==> config.mk <==
export PLATFORM = sky130hd
export DESIGN_NAME = tipi_link_regs_flat
export DESIGN_NICKNAME = d
export VERILOG_FILES = /design/src/rtl/tipi_pkg.sv /design/src/rtl/tipi_link_regs_if.sv /design/src/rtl/tipi_sync.sv /design/src/rtl/tipi_link_regs.sv /design/src/flat_wrapper.sv
export SDC_FILE = /design/constraint.sdc
export NUM_CORES = 1
export LEC_CHECK = 0
export CORE_MARGIN = 2
export CORE_UTILIZATION = 55
export CTS_CLUSTER_DIAMETER = 80
export DETAILED_ROUTE_END_ITERATION = 10
export GPL_TIMING_DRIVEN = 0
export PLACE_DENSITY = 0.79
export SYNTH_ARGS = -nofsm -noshare
export SYNTH_HDL_FRONTEND = slang
export SYNTH_SLANG_ARGS = --single-unit
==> constraint.sdc <==
create_clock -name clk -period 1.85 [get_ports clk]
set_input_delay 0.37 -clock clk [delete_from_list [all_inputs] [get_ports clk]]
set_output_delay 0.37 -clock clk [all_outputs]
set_load 0.01 [all_outputs]
==> src/rtl/tipi_pkg.sv <==
// tipi_pkg: shared width rules and r_sel decode helpers for the TIPI link register bank.
// Exports sel_w/ch_w/cnt_w width functions and sel_is_t/sel_ch select-field decoders.
package tipi_pkg;

    function automatic int sel_w(input int nch);
        return $clog2(2 * nch);
    endfunction

    function automatic int ch_w(input int nch);
        return (nch > 1) ? $clog2(nch) : 1;
    endfunction

    // Counter must hold 0..WIDTH+1 (saturation value marks an overflowed frame).
    function automatic int cnt_w(input int width);
        return $clog2(width + 2);
    endfunction

    function automatic logic sel_is_t(input logic [31:0] sel, input int sw);
        return sel[sw-1];
    endfunction

    // With a single channel the select field has no channel bits at all.
    function automatic int unsigned sel_ch(input logic [31:0] sel, input int sw);
        return (sw > 1) ? (sel & ((32'd1 << (sw - 1)) - 32'd1)) : 32'd0;
    endfunction

endpackage

==> src/rtl/tipi_link_regs_if.sv <==
// tipi_link_regs_if: RPi serial link and TI-side strobe/flag bundle of the TIPI register bank.
// master drives r_clk/r_le/r_dout/r_sel and the ti_wr/ti_rd strobes; slave (the bank)
// drives r_din, ti_rd_data, t_pend, r_new, irq and ovf.
interface tipi_link_regs_if import tipi_pkg::*; #(
    parameter int WIDTH = 8,
    parameter int NCH   = 2
) ();
    localparam int SEL_W = sel_w(NCH);
    localparam int CH_W  = ch_w(NCH);

    logic             r_clk;
    logic             r_le;
    logic             r_dout;
    logic [SEL_W-1:0] r_sel;
    logic             r_din;
    logic             ti_wr;
    logic [CH_W-1:0]  ti_wr_ch;
    logic [WIDTH-1:0] ti_wr_data;
    logic             ti_rd;
    logic [CH_W-1:0]  ti_rd_ch;
    logic [WIDTH-1:0] ti_rd_data;
    logic [NCH-1:0]   t_pend;
    logic [NCH-1:0]   r_new;
    logic             irq;
    logic             ovf;

    modport master (
        output r_clk, r_le, r_dout, r_sel, ti_wr, ti_wr_ch, ti_wr_data, ti_rd, ti_rd_ch,
        input  r_din, ti_rd_data, t_pend, r_new, irq, ovf
    );

    modport slave (
        input  r_clk, r_le, r_dout, r_sel, ti_wr, ti_wr_ch, ti_wr_data, ti_rd, ti_rd_ch,
        output r_din, ti_rd_data, t_pend, r_new, irq, ovf
    );
endinterface

==> src/rtl/tipi_sync.sv <==
// tipi_sync: STAGES-deep synchroniser for the async RPi link plus rising-edge detect of its clock.
// Ports: clk, rst; edge_i (async shift clock), data_i (other async inputs);
// data_o (synced data), rise_o (one-clk pulse on synced edge_i rising).
module tipi_sync #(
    parameter int W      = 1,
    parameter int STAGES = 2
) (
    input  logic         clk,
    input  logic         rst,
    input  logic         edge_i,
    input  logic [W-1:0] data_i,
    output logic [W-1:0] data_o,
    output logic         rise_o
);
    // Clock and data travel through identical chains so they stay aligned.
    logic [W:0] stg_q [STAGES];
    logic       prev_q;

    always_ff @(posedge clk) begin
        if (rst) begin
            stg_q  <= '{default: '0};
            prev_q <= 1'b0;
        end else begin
            stg_q[0] <= {edge_i, data_i};
            for (int i = 1; i < STAGES; i++) stg_q[i] <= stg_q[i-1];
            prev_q <= stg_q[STAGES-1][W];
        end
    end

    assign data_o = stg_q[STAGES-1][W-1:0];
    assign rise_o = stg_q[STAGES-1][W] & ~prev_q;
endmodule

==> src/rtl/tipi_link_regs.sv <==
// tipi_link_regs: NCH pairs of T (TI->RPi) and R (RPi->TI) registers behind an oversampled serial link.
// Ports: clk, rst (sync, active-high); bus (slave modport) carrying the RPi link
// (r_clk, r_le, r_dout, r_sel in; r_din out) and the TI side (ti_wr/ti_rd strobes,
// ti_rd_data, t_pend, r_new, irq, ovf).
module tipi_link_regs import tipi_pkg::*; #(
    parameter int WIDTH       = 8,
    parameter int NCH         = 2,
    parameter int SYNC_STAGES = 2
) (
    input logic             clk,
    input logic             rst,
    tipi_link_regs_if.slave bus
);
    localparam int SEL_W = sel_w(NCH);
    localparam int CH_W  = ch_w(NCH);
    localparam int CNT_W = cnt_w(WIDTH);
    localparam logic [CNT_W-1:0] CNT_FULL = CNT_W'(WIDTH);
    localparam logic [CNT_W-1:0] CNT_SAT  = CNT_W'(WIDTH + 1);

    logic [SEL_W-1:0] sel_s;
    logic             le_s, dout_s, ev;

    tipi_sync #(.W(SEL_W + 2), .STAGES(SYNC_STAGES)) u_sync (
        .clk    (clk),
        .rst    (rst),
        .edge_i (bus.r_clk),
        .data_i ({bus.r_sel, bus.r_dout, bus.r_le}),
        .data_o ({sel_s, dout_s, le_s}),
        .rise_o (ev)
    );

    logic [WIDTH-1:0] t_q [NCH], t_d [NCH], r_q [NCH], r_d [NCH];
    logic [WIDTH-1:0] shf_q, shf_d, acc_q, acc_d;
    logic [CNT_W-1:0] cnt_q, cnt_d;
    logic [SEL_W-1:0] sel_last_q, sel_last_d;
    logic [NCH-1:0]   t_pend_q, t_pend_d, r_new_q, r_new_d;
    logic             par_q, par_d, din_q, din_d, ovf_q, ovf_d;

    always_ff @(posedge clk) begin
        if (rst) begin
            t_q        <= '{default: '0};
            r_q        <= '{default: '0};
            shf_q      <= '0;
            acc_q      <= '0;
            cnt_q      <= '0;
            sel_last_q <= '0;
            t_pend_q   <= '0;
            r_new_q    <= '0;
            par_q      <= 1'b0;
            din_q      <= 1'b0;
            ovf_q      <= 1'b0;
        end else begin
            t_q        <= t_d;
            r_q        <= r_d;
            shf_q      <= shf_d;
            acc_q      <= acc_d;
            cnt_q      <= cnt_d;
            sel_last_q <= sel_last_d;
            t_pend_q   <= t_pend_d;
            r_new_q    <= r_new_d;
            par_q      <= par_d;
            din_q      <= din_d;
            ovf_q      <= ovf_d;
        end
    end

    logic             is_t, ch_ok, wr_ok, rd_ok, sel_chg, b_par;
    logic [CH_W-1:0]  ch;
    logic [WIDTH-1:0] b_shf, b_acc;
    logic [CNT_W-1:0] b_cnt, cnt_inc;

    assign is_t  = sel_is_t(32'(sel_s), SEL_W);
    assign ch    = CH_W'(sel_ch(32'(sel_s), SEL_W));
    assign ch_ok = sel_ch(32'(sel_s), SEL_W) < NCH;
    assign wr_ok = 32'(bus.ti_wr_ch) < NCH;
    assign rd_ok = 32'(bus.ti_rd_ch) < NCH;

    // A new selection discards the in-flight frame before the event acts on it.
    assign sel_chg = sel_s != sel_last_q;
    assign b_shf   = sel_chg ? '0 : shf_q;
    assign b_acc   = sel_chg ? '0 : acc_q;
    assign b_par   = sel_chg ? 1'b0 : par_q;
    assign b_cnt   = sel_chg ? '0 : cnt_q;
    assign cnt_inc = (b_cnt == CNT_SAT) ? b_cnt : b_cnt + CNT_W'(1);

    always_comb begin
        t_d        = t_q;
        r_d        = r_q;
        shf_d      = shf_q;
        acc_d      = acc_q;
        cnt_d      = cnt_q;
        sel_last_d = sel_last_q;
        t_pend_d   = t_pend_q;
        r_new_d    = r_new_q;
        par_d      = par_q;
        din_d      = din_q;
        ovf_d      = ovf_q;
        // Read clear comes first so a same-cycle commit leaves r_new set.
        if (bus.ti_rd && rd_ok) r_new_d[bus.ti_rd_ch] = 1'b0;
        if (ev) begin
            sel_last_d = sel_s;
            if (ch_ok) begin
                shf_d = b_shf;
                acc_d = b_acc;
                par_d = b_par;
                cnt_d = b_cnt;
                if (is_t && le_s) begin
                    shf_d        = t_q[ch];
                    cnt_d        = '0;
                    din_d        = t_q[ch][WIDTH-1];
                    t_pend_d[ch] = 1'b0;
                end else if (is_t) begin
                    shf_d = b_shf << 1;
                    din_d = b_shf[WIDTH-2];
                    cnt_d = cnt_inc;
                    ovf_d = ovf_q | (b_cnt == CNT_FULL);
                end else if (!le_s) begin
                    acc_d = {b_acc[WIDTH-2:0], dout_s};
                    par_d = b_par ^ dout_s;
                    din_d = b_par ^ dout_s;
                    cnt_d = cnt_inc;
                    ovf_d = ovf_q | (b_cnt == CNT_FULL);
                end else begin
                    r_d[ch]     = b_acc;
                    r_new_d[ch] = 1'b1;
                    acc_d       = '0;
                    par_d       = 1'b0;
                    cnt_d       = '0;
                    din_d       = 1'b0;
                end
            end
        end
        // Write comes last: a same-cycle RPi load saw the old T and t_pend ends set.
        if (bus.ti_wr && wr_ok) begin
            t_d[bus.ti_wr_ch]      = bus.ti_wr_data;
            t_pend_d[bus.ti_wr_ch] = 1'b1;
        end
    end

    assign bus.r_din      = din_q & ch_ok;
    assign bus.ti_rd_data = rd_ok ? r_q[bus.ti_rd_ch] : '0;
    assign bus.t_pend     = t_pend_q;
    assign bus.r_new      = r_new_q;
    assign bus.irq        = |r_new_q;
    assign bus.ovf        = ovf_q;
endmodule

==> src/flat_wrapper.sv <==
// flat-port wrapper written by rule: the top's interface ports become plain ports
module tipi_link_regs_flat import tipi_pkg::*;
#(
    parameter int WIDTH       = 8,
    parameter int NCH         = 2,
    parameter int SYNC_STAGES = 2
)
  (clk, rst, bus_r_clk, bus_r_le, bus_r_dout, bus_r_sel, bus_ti_wr, bus_ti_wr_ch, bus_ti_wr_data, bus_ti_rd, bus_ti_rd_ch, bus_r_din, bus_ti_rd_data, bus_t_pend, bus_r_new, bus_irq, bus_ovf);
  tipi_link_regs_if #(.WIDTH(WIDTH), .NCH(NCH)) bus_i ();
  input logic clk;
  input logic rst;
  input wire logic [$bits(bus_i.r_clk)-1:0] bus_r_clk;
  input wire logic [$bits(bus_i.r_le)-1:0] bus_r_le;
  input wire logic [$bits(bus_i.r_dout)-1:0] bus_r_dout;
  input wire logic [$bits(bus_i.r_sel)-1:0] bus_r_sel;
  input wire logic [$bits(bus_i.ti_wr)-1:0] bus_ti_wr;
  input wire logic [$bits(bus_i.ti_wr_ch)-1:0] bus_ti_wr_ch;
  input wire logic [$bits(bus_i.ti_wr_data)-1:0] bus_ti_wr_data;
  input wire logic [$bits(bus_i.ti_rd)-1:0] bus_ti_rd;
  input wire logic [$bits(bus_i.ti_rd_ch)-1:0] bus_ti_rd_ch;
  output wire logic [$bits(bus_i.r_din)-1:0] bus_r_din;
  output wire logic [$bits(bus_i.ti_rd_data)-1:0] bus_ti_rd_data;
  output wire logic [$bits(bus_i.t_pend)-1:0] bus_t_pend;
  output wire logic [$bits(bus_i.r_new)-1:0] bus_r_new;
  output wire logic [$bits(bus_i.irq)-1:0] bus_irq;
  output wire logic [$bits(bus_i.ovf)-1:0] bus_ovf;
  assign bus_i.r_clk = bus_r_clk;
  assign bus_i.r_le = bus_r_le;
  assign bus_i.r_dout = bus_r_dout;
  assign bus_i.r_sel = bus_r_sel;
  assign bus_i.ti_wr = bus_ti_wr;
  assign bus_i.ti_wr_ch = bus_ti_wr_ch;
  assign bus_i.ti_wr_data = bus_ti_wr_data;
  assign bus_i.ti_rd = bus_ti_rd;
  assign bus_i.ti_rd_ch = bus_ti_rd_ch;
  assign bus_r_din = bus_i.r_din;
  assign bus_ti_rd_data = bus_i.ti_rd_data;
  assign bus_t_pend = bus_i.t_pend;
  assign bus_r_new = bus_i.r_new;
  assign bus_irq = bus_i.irq;
  assign bus_ovf = bus_i.ovf;
  tipi_link_regs #(.WIDTH(WIDTH), .NCH(NCH), .SYNC_STAGES(SYNC_STAGES)) u_core (.clk(clk), .rst(rst), .bus(bus_i));
endmodule
==> run metrics, run 1 <==
status completed; Final period util between 90 and 100%; Clock Skew 0.00935 ns; cell accounting for the most synthesized area dfxtp_1; clock root buffer clkbuf_8; Lkg Pwr 1.21 nW; gp weighted congestion 0.787; Most used DFF post-synth dfxtp_1; Synth Net Count 346; CP max-delay cell clkdlybuf4s50_1; cell total after placement 428; Layout Cells excl Fill 442; DP Area 0.00330 sq mm; Area growth, synth to finish 20.6%; Antenna Nets Post-Route 0; Critical Path Fanout Max 10; total number of vias 2524; die height 76.6 microns; final core occ between 60% and 70%; relative slew slack 57.4%; Buf/Inv on CP 2; clk_lat worst skew 0.34 ns; core area 0.00511 sq mm; Final Max Tran Viols 0; port bufs 31; clk buf depth 2; Pwr Density 870 mW/mm^2; Hold-fix buffers, CTS 0; final hold violations 0; measured slew at the worst slew-check pin 0.638 ns; vias per cell 5.71; Avg WL per Cell 14.5 microns; Worst Hold Slack 0.436 ns; MaxCap Viol Count 0; antenna violations before repair 0; most frequent cells in the layout 71 x dfxtp_1, 52 x a21oi_1, 51 x nand2_1, 31 x clkdlybuf4s50_1, 27 x nand3_1; vias in the first global route 2257; total gr overflow 0; worst vdd ir 0.000498 V; fmax 555 MHz; unrepaired setup endpoints after global routing no; crit path kind input port to output port; Yosys top cell area share about 49%; post-synth cell types 44; Cell Rows 26; Seq/Total Area, Yosys 49.0%; minimum clock period roughly 1.8 ns; CP cell instances buf_2, mux2_2, clkdlybuf4s50_1; DIE AREA 0.00587 sq mm; async set-reset flop share out of synthesis 0%; first-pass GRT wire length 10.6 mm; family with the most delay on the worst path buffers and inverters; Finished Cell Area 0.00350 sq mm; clock tree from TritonCTS done; CTS Sinks 71; Critical Path Source Type input port; # IOs 34; synth top area cells dfxtp_1 49%, a21oi_1 9.0%, nand2_1 6.6%, nand3_1 4.7%, mux2_2 3.1%; Detailed Place HPWL 4.34 mm; Arrival @ worst endpoint 1.43 ns; mapped cell area a little under 0.003 sq mm; commonest non-fill, non-tap cell in the layout dfxtp_1; Synth Instances 327; share of post-route cells with drive strength above 1 11.3%; register bit total from synthesis a little over 70; residual DRC count 0; Tightest Hold Check Type flip-flop to flip-flop; Post-synth EDFFs 0; nets@finish 387; DIE WIDTH around 77 microns; H-tree levels 3; Ant. Diodes 0; Avg Cell Area, Syn approximately 8.9 sq um; CP Capture Type output port; clk slew on worst S/H paths 0.07 ns; Tot GR Track Use ~23%; initial drt markers 231; pin count of the biggest net entering global routing 12; max incr delay on CP 0.48 ns; Initial Utilization about 57%; clock buffer count from CTS 9; final WL 6.42 mm; Final setup violation count 0; 1st-pass router iterations 5; worst path required time 1.48 ns; Yosys Warn Count 0
worst register-to-register path, cell delays in order (launching register included):
cell	delay, ns
dfxtp_1	0.31
buf_4	0.17
xor2_2	0.44
nor2_2	0.16
buf_2	0.22
a32o_1	0.26
metrics by stage:
step | TNS [ns] | power, mW | setup WS (ns)
floorplan | 0 | 1.75 | 0.378
global placement | -2.59 | 1.84 | -0.182
detailed placement | -3.03 | 1.84 | -0.200
CTS | 0 | 3.05 | 0.0266
global route | 0 | 3.15 | 0.00437
finish | 0 | 3.04 | 0.0474
per-layer routing:
layer,up-vias,global-route usage [%],share of wire [%]
met5,-,0,0
met4,0,9.27,1.5
met3,13,4.03,5.9
met2,93,35.5,46
met1,1191,30.7,47
li1,1227,-,-
cell usage after synthesis, types with 3 or more instances:
cell	number
nor2b_1	14
o21ai_0	5
nor4_1	4
a32o_1	7
mux2_2	8
nand2b_1	4
nand3_1	27
clkbuf_1	12
a21oi_1	52
buf_2	8
nor2_1	11
mux2i_1	8
nand2_1	51
o31ai_1	3
o2bb2ai_1	6
dfxtp_1	71
buf_1	3
power by group:
group	internal, mW	total [mW]	switching, mW	leakage (nW)
logic	0.0958	0.230	0.134	0.525
registers	1.56	1.58	0.0200	0.577
clock network	0.682	1.23	0.550	0.105
total	2.34	3.04	0.704	1.21
worst paths after layout:
path	start	to	slack [ns]	depth (start not counted)
setup / recovery	bus_ti_rd_ch	bus_ti_rd_data[3]	0.05	3
hold / removal	u_core.u_sync.stg_q[7]$_SDFF_PP0_	u_core.u_sync.data_o[2]$_SDFF_PP0_	0.44	1
setup reg to reg	u_core.u_sync.data_o[2]$_SDFF_PP0_	u_core.acc_q[5]$_SDFFE_PP0P_	0.19	5
hold reg to reg	u_core.u_sync.stg_q[7]$_SDFF_PP0_	u_core.u_sync.data_o[2]$_SDFF_PP0_	0.44	1
sequential cells by signal, indices dropped and copies added (netlist names):
register              cells
u_core.bus.ovf            1
u_core.u_sync.data_o      4
u_core.u_sync.stg_q       6
u_core.sel_last_q         2
u_core.par_q              1
u_core.shf_q              7
u_core.r_q               16
u_core.din_q              1
u_core.bus.r_new          2
u_core.t_q               16
u_core.cnt_q              4
u_core.acc_q              8
u_core.bus.t_pend         2
u_core.u_sync.prev_q      1
final cells by class:
| cell class | instances | area [sq um] |
|---|---|---|
| Buffer | 23 | 101 |
| Clock buffer | 11 | 151 |
| Clock inverter | 4 | 45.0 |
| Fill cell | 439 | 1610 |
| Inverter | 2 | 7.51 |
| Multi-Input combinational cell | 230 | 1370 |
| Sequential cell | 71 | 1420 |
| Tap cell | 70 | 87.6 |
| Timing Repair Buffer | 31 | 310 |
cell families (layout without fill, tap and decap cells):
| logic type | Yosys count | count (layout) | synth area share, % |
|---|---|---|---|
| AND/OR/NAND/NOR | 129 | 129 | 22.4 |
| multiplexers | 17 | 17 | 6.26 |
| XOR/XNOR | 3 | 3 | 1.42 |
| AO/OA/AOI/OAI | 81 | 81 | 17.0 |
| buffers and inverters | 26 | 71 | 3.84 |
| flip-flops | 71 | 71 | 49.0 |
repair_timing:
| item | in CTS | in global routing |
|---|---|---|
| setup endpoints to repair | 8 | 16 |
| gates cloned | 0 | 0 |
| setup buffers | 0 | 0 |
| gates resized for setup | 1 | 2 |
Note: power is estimated with default switching activity, not from simulation.
==> run 2, diff against run 1 <==
--- a/config.mk
+++ b/config.mk
@@ -5,12 +5,16 @@
 export SDC_FILE = /design/constraint.sdc
 export NUM_CORES = 1
 export LEC_CHECK = 0
+export CELL_PAD_IN_SITES_DETAIL_PLACEMENT = 0
+export CELL_PAD_IN_SITES_GLOBAL_PLACEMENT = 2
 export CORE_MARGIN = 2
-export CORE_UTILIZATION = 55
+export CORE_UTILIZATION = 34
 export CTS_CLUSTER_DIAMETER = 80
 export DETAILED_ROUTE_END_ITERATION = 10
 export GPL_TIMING_DRIVEN = 0
-export PLACE_DENSITY = 0.79
+export PLACE_DENSITY_LB_ADDON = 0.1
+export REMOVE_ABC_BUFFERS = 1
+export SLEW_MARGIN = 20
 export SYNTH_ARGS = -nofsm -noshare
 export SYNTH_HDL_FRONTEND = slang
 export SYNTH_SLANG_ARGS = --single-unit
==> run 2 against run 1 <==
Compared with the run above:
- final area increased by 0.39%
- critical path depth down 1
- cell count is 3.6% higher
- clock power is 12% lower
- sequential power hardly changed
- hold slack worse by 0.0027 ns
- clock skew is 0.0014 ns higher
- first-iteration DRC count decreased by 44%
- flip-flop and latch count is the same
- largest cell class is now multi-input gates
- highest routed layer unchanged
==> run metrics, run 2 (synthesized netlist as in run 1, its figures left out) <==
total number of vias between 2000 and 2500; Tightest Hold Check Type input port to flip-flop; worst vdd ir 0.000345 V; MaxCap Viol Count 0; DIE WIDTH ~96 microns; 1st-pass router iterations 4; pin count of the biggest net entering global routing 40; Detailed Place HPWL roughly 4.2 mm; commonest non-fill, non-tap cell in the layout dfxtp_1; final setup margin 0.0705 ns; final hold violations 0; final WL 6.63 mm; pre-CTS setup slack -0.632 ns; first-pass GRT wire length 10.8 mm; Ant. Diodes 0; port bufs 33; Buf/Inv on CP 1; share of post-route cells with drive strength above 1 11.6%; Final setup violation count 0; biggest regs u_core.r_q x16, u_core.t_q x16, u_core.acc_q x8; nets@finish 368; Final Max Tran Viols 0; measured slew at the worst slew-check pin 0.668 ns; DIE AREA roughly 0.0093 sq mm; clk_lat worst skew roughly 0.35 ns; # IOs 34; total gr overflow 0; Critical Path Fanout Max 2; Gate power share about 7.4%; Avg WL per Cell between 10 and 15 microns; Clk pwr share 37.4%; Cell Rows 33; final core occ 42.5%; vias per cell 5.08; max incr delay on CP 0.48 ns; fmax between 500 and 600 MHz; Arrival @ worst endpoint 1.41 ns; Clock Skew 0.0107 ns; clk buf depth 2; Tot GR Track Use about 16%; minimum clock period 1.78 ns; relative slew slack between 50% and 60%; antenna violations before repair 0; clock tree from TritonCTS done; Pwr Density 823 mW/mm^2; die height slightly below 100 microns; residual DRC count 0; family with the most delay on the worst path buffers and inverters; Critical Path Source Type flip-flop; Storage cell area approximately 0.0014 sq mm; clock root buffer clkbuf_8; CTS Sinks 71; initial drt markers 130; Lkg Pwr approximately 1.2 nW; number of post-CTS setup repair buffers 0; sequential power share 55.2%; CP cell instances mux2_2, clkdlybuf4s50_1; net load switching power 0.718 mW; Antenna Nets Post-Route 0; Final period util just under 100%; Worst Hold Slack 0.433 ns; Initial Utilization 35.1%; crit path kind flip-flop to output port; sw frac between 20% and 30%; CP max-delay cell clkdlybuf4s50_1; combined area of the multi-input logic cells 0.00143 sq mm; worst path required time 1.48 ns; fillers roughly 850; clk slew on worst S/H paths 0.08 ns; status completed; gp weighted congestion 0.670; H-tree levels 3; vias in the first global route 2177; Int Power 2.17 mW; Area growth, synth to finish 21.1%; clock buffer count from CTS 9; Setup TNS 0 ns; CP Capture Type output port; most frequent cells in the layout 68 x dfxtp_1, 51 x nand2_1, 51 x a21oi_1, 30 x clkdlybuf4s50_1, 26 x nand3_1; core area ~0.0083 sq mm
run 2: cell types whose count changed in the layout (fill, tap and decap cells not counted), sizes merged:
cell / change
buf: -10
clkbuf: -9
clkinv: -2
clkinvlp: +2
bufinv: -1
clkdlybuf4s50: -1
dlymetal6s2s: +1
nor2: +1
run 2: worst paths after layout:
path | slack (ns) | cells past startpoint | from | to
max | 0.07 | 2 | u_core.r_q[9]$_SDFFE_PP0P_ | bus_ti_rd_data[1]
min | 0.43 | 4 | bus_ti_rd_ch | u_core.bus.r_new[1]$_SDFF_PP0_
max reg2reg | 0.16 | 4 | u_core.u_sync.prev_q$_SDFF_PP0_ | u_core.cnt_q[2]$_SDFFE_PP0P_
min reg2reg | 0.44 | 1 | u_core.u_sync.stg_q[7]$_SDFF_PP0_ | u_core.u_sync.data_o[2]$_SDFF_PP0_
run 2: layout make-up:
class	count	share of cell area (%)
Timing Repair Buffer	34	9.84
Inverter	2	0.214
Clock inverter	3	0.570
Tap cell	105	3.74
Sequential cell	71	40.7
Multi-Input combinational cell	231	40.8
Clock buffer	12	4.14
run 2: stage by stage:
| step | cell area, sq um | instances | power (mW) |
|---|---|---|---|
| after floorplan | 2800 | 303 | 1.72 |
| after global placement | 3260 | 441 | 1.83 |
| after detailed placement | 3270 | 442 | 1.83 |
| after CTS | 3460 | 457 | 2.93 |
| after global routing | 3510 | 458 | 3.03 |
| final | 3510 | 458 | 2.89 |
run 2: repair_timing:
item / 4_1_cts / 5_1_grt
cloned: 0 / 1
hold buffers: 0 / 0
pin swaps: 0 / 1
setup endpoints to repair: 46 / 30
gates resized for setup: 11 / 10
run 2: power by group through the flow:
| stage | registers, mW | clock network (mW) | logic [mW] |
|---|---|---|---|
| after global routing | 1.60 | 1.19 | 0.239 |
| after floorplan | 1.62 | 0 | 0.0961 |
| after global placement | 1.63 | 0 | 0.204 |
| final | 1.59 | 1.08 | 0.215 |
| after detailed placement | 1.63 | 0 | 0.207 |
| after CTS | 1.59 | 1.12 | 0.210 |
run 2: tightest hold or removal path, cell delays in order:
cell and delay, ns:
buf_4 0.17, nand2_1 0.07, nand2_1 0.06, a21oi_1 0.05
run 2: metal layers:
| metal | GRT usage [%] | vias up | part of all wire, % |
|---|---|---|---|
| met5 | 0 | - | 0 |
| met4 | 5.28 | 0 | 1.3 |
| met3 | 5.17 | 8 | 4.1 |
| met2 | 23.1 | 41 | 43 |
| met1 | 21.1 | 1083 | 51 |
| li1 | - | 1195 | - |
==> run 3, diff against run 2 <==
--- a/config.mk
+++ b/config.mk
@@ -12,6 +12,7 @@
 export CTS_CLUSTER_DIAMETER = 80
 export DETAILED_ROUTE_END_ITERATION = 10
 export GPL_TIMING_DRIVEN = 0
+export HOLD_SLACK_MARGIN = 0.1
 export PLACE_DENSITY_LB_ADDON = 0.1
 export REMOVE_ABC_BUFFERS = 1
 export SLEW_MARGIN = 20
==> results of run 3 <==
Same layout as run 2: the final DEF is identical, and so are final timing and power.
